<file path="src/rtl/keypad_scan_ctrl.sv">
// Matrix keypad scanner: active-low row strobes, frame-based debounce, valid/ready
// press/release events. Define KEYPAD_REPEAT_EN to add auto-repeat of the last pressed key.
module keypad_scan_ctrl #(
  parameter  int ROWS         = 4,
  parameter  int COLS         = 4,
  parameter  int SCAN_DIV     = 1000,
  parameter  int DEBOUNCE     = 4,
  parameter  int REPEAT_DELAY = 30,
  parameter  int REPEAT_RATE  = 8,
  localparam int NKEYS        = ROWS * COLS,
  localparam int KW           = $clog2(NKEYS)
) (
  input  logic            clk,
  input  logic            reset,
  input  logic [COLS-1:0] col,
  output logic [ROWS-1:0] row,
  output logic [NKEYS-1:0] keymap,
  output logic            evt_valid,
  input  logic            evt_ready,
  output logic [KW-1:0]   evt_code,
  output logic            evt_press
`ifdef KEYPAD_REPEAT_EN
  ,
  output logic            evt_repeat
`endif
);

  localparam int RW = $clog2(ROWS);
  localparam int DW = $clog2(SCAN_DIV);
  localparam int CW = $clog2(DEBOUNCE + 1);
  localparam logic [DW-1:0] DWELL_LAST = DW'(SCAN_DIV - 1);
  localparam logic [RW-1:0] ROW_LAST   = RW'(ROWS - 1);
  localparam logic [KW-1:0] KEY_LAST   = KW'(NKEYS - 1);
  localparam logic [CW-1:0] CNT_HIT    = CW'(DEBOUNCE);

  if (ROWS < 2 || COLS < 1 || SCAN_DIV < 2 || DEBOUNCE < 1 ||
      REPEAT_DELAY < 1 || REPEAT_RATE < 1) begin : g_param_check
    $error("keypad_scan_ctrl: parameter out of range");
  end

  typedef enum logic {SCAN, WALK} state_e;

  state_e           state_q, state_d;
  logic             run_q, run_d;
  logic [RW-1:0]    row_idx_q, row_idx_d;
  logic [DW-1:0]    dwell_q, dwell_d;
  logic [KW-1:0]    key_q, key_d;
  logic [ROWS-1:0]  row_q, row_d;
  logic [NKEYS-1:0] raw_q, raw_d;
  logic [NKEYS-1:0] keymap_q, keymap_d;
  logic [CW-1:0]    cnt_q [NKEYS];
  logic [CW-1:0]    cnt_d [NKEYS];
  logic             evt_valid_q, evt_valid_d;
  logic [KW-1:0]    evt_code_q, evt_code_d;
  logic             evt_press_q, evt_press_d;

  logic             slot_free, differ, deb_hit, rep_hit, emit;
  logic [CW-1:0]    cnt_inc;

`ifdef KEYPAD_REPEAT_EN
  localparam int REP_MAX = (REPEAT_DELAY > REPEAT_RATE) ? REPEAT_DELAY : REPEAT_RATE;
  localparam int PW      = $clog2(REP_MAX + 1);

  logic [KW-1:0] rep_key_q, rep_key_d;
  logic          rep_act_q, rep_act_d;
  logic          rep_first_q, rep_first_d;
  logic [PW-1:0] rep_cnt_q, rep_cnt_d;
  logic          evt_repeat_q, evt_repeat_d;
  logic [PW-1:0] rep_inc, rep_target;
  logic          rep_here;
`endif

  // NOTE: every _d gets its hold value before any branch, so no path can infer a latch.
  always_comb begin
    state_d     = state_q;
    run_d       = 1'b1;
    row_idx_d   = row_idx_q;
    dwell_d     = dwell_q;
    key_d       = key_q;
    raw_d       = raw_q;
    keymap_d    = keymap_q;
    cnt_d       = cnt_q;
    evt_valid_d = evt_valid_q && !evt_ready;
    evt_code_d  = evt_code_q;
    evt_press_d = evt_press_q;

    slot_free = !evt_valid_q || evt_ready;
    differ    = raw_q[key_q] ^ keymap_q[key_q];
    cnt_inc   = cnt_q[key_q] + 1'b1;
    deb_hit   = (state_q == WALK) && differ && (cnt_inc == CNT_HIT);
    rep_hit   = 1'b0;

`ifdef KEYPAD_REPEAT_EN
    rep_key_d    = rep_key_q;
    rep_act_d    = rep_act_q;
    rep_first_d  = rep_first_q;
    rep_cnt_d    = rep_cnt_q;
    evt_repeat_d = evt_repeat_q;
    rep_inc      = rep_cnt_q + 1'b1;
    rep_target   = rep_first_q ? PW'(REPEAT_DELAY) : PW'(REPEAT_RATE);
    rep_here     = (state_q == WALK) && rep_act_q && (rep_key_q == key_q) && !deb_hit;
    rep_hit      = rep_here && (rep_inc == rep_target);
`endif

    emit = deb_hit || rep_hit;

    // The first cycle after reset release only arms the row driver; scanning starts next.
    if (run_q) begin
      case (state_q)
        SCAN: begin
          if (dwell_q == DWELL_LAST) begin
            for (int r = 0; r < ROWS; r++) begin
              if (RW'(r) == row_idx_q) begin
                for (int c = 0; c < COLS; c++) raw_d[r*COLS + c] = ~col[c];
              end
            end
            dwell_d = '0;
            if (row_idx_q == ROW_LAST) begin
              state_d   = WALK;
              row_idx_d = '0;
              key_d     = '0;
            end else begin
              row_idx_d = row_idx_q + 1'b1;
            end
          end else begin
            dwell_d = dwell_q + 1'b1;
          end
        end
        WALK: begin
          // A key that must emit while the slot is occupied holds the walk untouched.
          if (!emit || slot_free) begin
            cnt_d[key_q] = (differ && !deb_hit) ? cnt_inc : '0;
            if (deb_hit) begin
              keymap_d[key_q] = !keymap_q[key_q];
              evt_valid_d     = 1'b1;
              evt_code_d      = key_q;
              evt_press_d     = !keymap_q[key_q];
            end else if (rep_hit) begin
              evt_valid_d = 1'b1;
              evt_code_d  = key_q;
              evt_press_d = 1'b1;
            end
`ifdef KEYPAD_REPEAT_EN
            if (deb_hit) evt_repeat_d = 1'b0;
            else if (rep_hit) evt_repeat_d = 1'b1;
            if (deb_hit && !keymap_q[key_q]) begin
              rep_key_d   = key_q;
              rep_act_d   = 1'b1;
              rep_first_d = 1'b1;
              rep_cnt_d   = '0;
            end else if (deb_hit && rep_act_q && (rep_key_q == key_q)) begin
              rep_act_d = 1'b0;
            end else if (rep_here) begin
              rep_cnt_d = rep_hit ? '0 : rep_inc;
              if (rep_hit) rep_first_d = 1'b0;
            end
`endif
            if (key_q == KEY_LAST) state_d = SCAN;
            else key_d = key_q + 1'b1;
          end
        end
        default: state_d = SCAN;
      endcase
    end

    row_d = '1;
    if (state_d == SCAN) row_d[row_idx_d] = 1'b0;
  end

  // NOTE: sequential state is written with <= only, so every flop samples pre-edge values.
  always_ff @(posedge clk or posedge reset) begin
    if (reset) begin
      state_q     <= SCAN;
      run_q       <= 1'b0;
      row_idx_q   <= '0;
      dwell_q     <= '0;
      key_q       <= '0;
      row_q       <= '1;
      raw_q       <= '0;
      keymap_q    <= '0;
      evt_valid_q <= 1'b0;
      evt_code_q  <= '0;
      evt_press_q <= 1'b0;
      // NOTE: the counter array is reset too; a stale count would fire a spurious event.
      for (int k = 0; k < NKEYS; k++) cnt_q[k] <= '0;
`ifdef KEYPAD_REPEAT_EN
      rep_key_q    <= '0;
      rep_act_q    <= 1'b0;
      rep_first_q  <= 1'b0;
      rep_cnt_q    <= '0;
      evt_repeat_q <= 1'b0;
`endif
    end else begin
      state_q     <= state_d;
      run_q       <= run_d;
      row_idx_q   <= row_idx_d;
      dwell_q     <= dwell_d;
      key_q       <= key_d;
      row_q       <= row_d;
      raw_q       <= raw_d;
      keymap_q    <= keymap_d;
      evt_valid_q <= evt_valid_d;
      evt_code_q  <= evt_code_d;
      evt_press_q <= evt_press_d;
      cnt_q       <= cnt_d;
`ifdef KEYPAD_REPEAT_EN
      rep_key_q    <= rep_key_d;
      rep_act_q    <= rep_act_d;
      rep_first_q  <= rep_first_d;
      rep_cnt_q    <= rep_cnt_d;
      evt_repeat_q <= evt_repeat_d;
`endif
    end
  end

  assign row       = row_q;
  assign keymap    = keymap_q;
  assign evt_valid = evt_valid_q;
  assign evt_code  = evt_code_q;
  assign evt_press = evt_press_q;
`ifdef KEYPAD_REPEAT_EN
  assign evt_repeat = evt_repeat_q;
`endif

endmodule
</file>
<file path="config.mk">
export PLATFORM = sky130hd
export DESIGN_NAME = keypad_scan_ctrl
export DESIGN_NICKNAME = d
export VERILOG_FILES = /design/src/rtl/keypad_scan_ctrl.sv
export SDC_FILE = /design/constraint.sdc
export NUM_CORES = 1
export LEC_CHECK = 0
export BUFFER_PORTS_ARGS = -buffer_cell sky130_fd_sc_hd__buf_4
export CAP_MARGIN = 30
export CORE_ASPECT_RATIO = 0.5
export CORE_MARGIN = 10
export CORE_UTILIZATION = 50
export DETAILED_ROUTE_END_ITERATION = 8
export GPL_ROUTABILITY_DRIVEN = 0
export PLACE_DENSITY = 0.71
export SETUP_SLACK_MARGIN = 0.1
export SYNTH_ARGS = -nofsm -noshare
export SYNTH_HDL_FRONTEND = slang
export SYNTH_SLANG_ARGS = --single-unit
</file>
<file path="constraint.sdc">
create_clock -name clk -period 4.25 [get_ports clk]
set_input_delay 0.85 -clock clk [delete_from_list [all_inputs] [get_ports clk]]
set_output_delay 0.85 -clock clk [all_outputs]
set_load 0.02 [all_outputs]
</file>
# Word level (Yosys, flattened, before mapping)
# Index checks and enable logic that the tools add are counted.
# op_classes
addsub	4
magnitude_cmp	6
n_eq_ne	11
mux	37
bitwise_logic	8
reduce_logical	22
# op_table
op	n
$bwmux W48	1
$mux W4	5
$reduce_and A4 Y1	5
$bwmux W16	1
$mux W1	13
$bmux W3 S4	1
$demux W3 S4	1
$mux W3	4
$add A10 B1 Y10 const B	1
$eq A10 B10 Y1 const B	1
$mux W10	1
$bmux W1 S4	2
$mux W2	4
$pmux W4 S2	1
$logic_and A1 B1 Y1	7
$ne A2 B2 Y1 const B	3
$ge A5 B5 Y1 const B	1
$lt A4 B5 Y1 const B	1
$lt A5 B1 Y1 const B	1
$not A1 Y1	5
$not A4 Y5	1
$reduce_and A5 Y1	1
$add A4 B1 Y4 const B	1
$demux W1 S4	1
other kinds (20)	25
# totals
regBits	108
in_bits	7
out_inout_bits	26
word_cells	118

# Logic depth before layout (Yosys ltp)
# depth
depth_word	13
mapped_depth	13
mapped_depth_nobuf	8

# Worst setup path after synthesis
# Ideal clock, no wire load.
# synth_path
path_type	reg2reg
start	register key_q[1]
end	register keymap_q[0] (netlist: keymap[0])
setup_ps	128
arrival_time_ps	3546
required_ps	4122
slack_ps	576
path_stages_with_launch	14
path_buffers	5
synth_period_minus_slack_ps	3674
cell_sequence	dfrtp_1 -> buf_6 -> buf_8 -> clkbuf_1 -> mux4_2 -> mux4_2 -> ha_1 -> nand2b_1 -> mux2_4 -> a21boi_2 -> buf_6 -> buf_6 -> nand3_1 -> mux2_1
# synth_via
elab_chain_cells	10
elab_cells_between_ends	23
classes_between	add/sub (1); order compare (2); eq/ne (1); mux (10); bitwise (2); reduce/logical (7)
# synth_lines
item	line_no	source
start, declared	47	logic [KW-1:0] key_q, key_d;
start signal, assigned	198	key_q <= key_d;
$not A4 Y5 (implied by the code)	89	cnt_inc = cnt_q[key_q] + 1'b1;
$bmux W3 S4	89	
$mux W3 (implied by the code) (2 in a row)	89	
$add A3 B1 Y3	89	
$eq A3 B3 Y1	90	deb_hit = (state_q == WALK) && differ && (cnt_inc == CNT_HIT);
$logic_and A1 B1 Y1	90	
$logic_not A1 Y1	131	if (!emit || slot_free) begin
$logic_or A1 B1 Y1	131	
$reduce_and A4 Y1 (no line)	-	
end signal, assigned	201	keymap_q <= keymap_d;
end, declared	50	logic [NKEYS-1:0] keymap_q, keymap_d;
# Several ways; a longest one is shown, not always the timed one. The select of a mux whose other input is x is not followed.
# A chain may end at the register's enable or synchronous reset.

# Worst setup path after layout
# layout_path
start	register key_q[0]
end	register keymap_q[1] (netlist: keymap[1])
# The elaborated chain is that of the path after synthesis.

==> impl_results.md <==
* Run status: finished clean
* Worst EP arrival at 4.09 ns
* # IOs at 33
* Pins Over Slew Limit at 0
* FF-to-FF End: keymap[1]
* Peak VDD IR at 0.250 mV
* DR DRC count at 0
* Worst slew margin relative to its limit at 36.8%
* Largest net degree at the start of global routing at 45
* Die width at 168 um
* End point of the critical path: keymap[1]
* Antenna violations before repair at 0
* Crit Path Max Fanout at 20
* Yosys warnings at 0
* Synthesized area at 5510 um^2
* Fin cells at 633
* Top_reg_cell synth: dfrtp_1
* Syn nets at 477
* Post-synth EDFFs at 0
* Final setup violation count at 0
* Synthesized area per cell at 12.0 um^2
* Clock transition at path regs at 0.07 ns
* Layout filler cell count at 848
* Slew @ Worst Pin at 0.942 ns
* Achievable Freq at 259 MHz
* GRT overflow at 0
* Slowest-stage cell, CP: dfrtp_1
* CP endpoint kind: flip-flop
* Top-count cell post-synth: dfrtp_1
* Nets@finish at 506
* Worst-Skew Late Latency at 0.35 ns
* ANT cells at 0
* Final hold vios at 0
* Register-to-Register Path Depth at 9
* CORE AREA at 10500 um^2
* Die Area at 15900 um^2
* Crit-path most repeated cell: mux4_2
* Initial Utilization at 52.6%
* WP data required at 4.48 ns
* CTS tree: built
* FP Rows at 26
* CP Launch Type: flip-flop
* Top cells by count, synth: dfrtp_1, mux2_2, nand2_1, nor2_1
* Hold/Removal Path Class: flip-flop to flip-flop
* Fraction of registers with async set/reset at 100%
* Setup TNS Final at 0 ns
* IO Port Bufs at 32
* Initial DRC Count at 267
* Drt first pass iters at 4
* Slowest Stage Delay on Critical Path at 0.68 ns
* Aggregate routed wire length at 11800 um
* Drt wl/cell at 18.6 um
* Layout cells sized above 1 at 33.1%
* Cell count along the critical path at 9
* Synth Register Bits at 108
* Htree depth at 3
* Cell family with most CP delay: multiplexers
* Mapped Cells at 459
* Final ANT Viol Nets at 0
* Dpl cells at 617
* Pwr per Cell Area at 536 nW/um^2
* Buf/Inv on CP at 1
* DR vias at 3711
* R2R setup slack at 0.39 ns
* Sequential area share after synthesis at 49.1%
* Area grow syn2layout at 12.6%
* GRT Total Usage at 15.4%
* Vias in the first global route at 3811
* RSZ-0062 raised after global routing: no
* Final worst-path cycle share at 90.8%
* Critical path cell sequence: mux4_2 > mux4_2 > ha_1 > nand2b_1 > mux2_4 > a21boi_4 > buf_4 > nand3_1 > mux2_1
* Post-synth cell types at 50
* Global-route wire length before repair at 19800 um
* Yosys top cell area share at 47.2%
* Root buffer cell: clkbuf_16
* Maxcap violations at 0
* Clock Sinks at 108
* Synth top area cells: dfrtp_1, mux2_2, mux4_2
* Die H at 94.3 um
* Largest area contributor in the netlist: dfrtp_1
* Hpwl dp at 8370 um
* Setup crit start: key_q[0]
* CTS hold repair buffers at 0
* Vias per inst at 5.86
* Setup clock skew after layout at 0.00615 ns
* Final Critical Period at 3.86 ns
* WHS at 0.485 ns
* CTS buffer count at 9
* Reg2reg start: key_q[0]
* Clock Path Buffers at 2
* P_leak at 2.73 nW
* Crit path kind: flip-flop to flip-flop
-- sequential cells by signal (all words and copies together), names as in the netlist --
name,count
dwell_q,10
key_q,4
evt_valid,1
evt_press,1
cnt_q,48
raw_q,16
run_q,1
state_q,1
row_idx_q,2
evt_code,4
keymap,16
row,4
-- metrics by stage --
stage | area [um^2] | power [mW] | worst slack (ns) | util, %
finish | 6210 | 3.33 | 0.390 | 59.2
global placement | 5890 | 2.48 | 0.285 | 56.2
global route | 6210 | 3.53 | 0.129 | 59.2
detailed placement | 5910 | 2.51 | 0.164 | 56.5
floorplan | 5510 | 2.23 | 0.561 | -
CTS | 6200 | 3.34 | 0.155 | 59.2
-- per-layer routing --
metal  up-vias  global-route usage [%]  part of all wire, %
met3        12                    3.51                  4.7
met4         0                    5.55                  1.2
li1       1726                       -                    -
met2        72                    24.2                   47
met1      1901                    20.4                   47
met5         -                       0                    0
-- report_power, final --
group	internal (mW)	switching [mW]	total, mW
logic	0.496	0.613	1.11
clock network	0.457	0.370	0.827
registers	1.22	0.173	1.39
-- tightest hold or removal path, cell delays in order (launching register included) --
cell and delay [ns]:
dfrtp_1 0.35, nand2_1 0.05, o21ai_0 0.06
-- layout make-up --
type / instances / area, um^2 / share of cell area [%]
sequential: 108 / 2710 / 43.6
multi-input combinational: 312 / 2620 / 42.2
timing repair buffer: 48 / 380 / 6.13
clock buffer: 12 / 236 / 3.81
tap: 140 / 175 / 2.82
clock inverter: 4 / 50.0 / 0.806
inverter: 9 / 36.3 / 0.585
-- worst min path at each step --
stage | startpoint | endpoint | slack [ns] | cells past startpoint
global route | raw_q[1] | raw_q[1] | 0.52 | 2
CTS | raw_q[15] | raw_q[15] | 0.49 | 2
global placement | raw_q[12] | raw_q[12] | 0.46 | 2
finish | raw_q[12] | raw_q[12] | 0.48 | 2
detailed placement | raw_q[15] | raw_q[15] | 0.47 | 2
floorplan | raw_q[14] | raw_q[14] | 0.44 | 2
-- cell families (layout without fill, tap and decap cells) --
logic type	count (synthesis)	in the layout	share of synthesized area, %
fa+ha+maj	11	11	2.50
mux	102	102	24.7
xor+xnor	10	10	1.59
other cells	1	1	0.0680
flops	108	108	49.1
simple gates	126	126	11.0
compound gates	62	62	7.19
buf+inv	39	73	3.84
-- placed cells by master (no fill, tap or decap), types with 3 or more instances in the layout --
master,Yosys,final
mux2_2,67,67
nor2b_1,6,6
nor3_1,4,3
nand3_1,25,25
o21ai_0,8,8
dfrtp_1,104,104
nand2_1,40,40
mux2i_1,12,12
nor2_1,29,29
dfstp_2,4,4
a21oi_1,13,13
nand4_1,3,3
a31oi_1,25,25
mux4_2,20,20
buf_4,2,47
o211ai_1,4,4
clkbuf_1,14,3
xnor2_1,7,6
and3_1,5,5
inv_1,9,8
xor2_1,3,3
ha_1,11,11
and2_1,3,3
clkbuf_16,0,9
-- what timing repair did --
action                                  4_1_cts  5_1_grt
resized for setup                             0        1
buffers inserted                              0        0
endpoints found under the hold margin         0        0
endpoints found under the setup margin        0        3
Note: power is estimated with default switching activity, not from simulation.
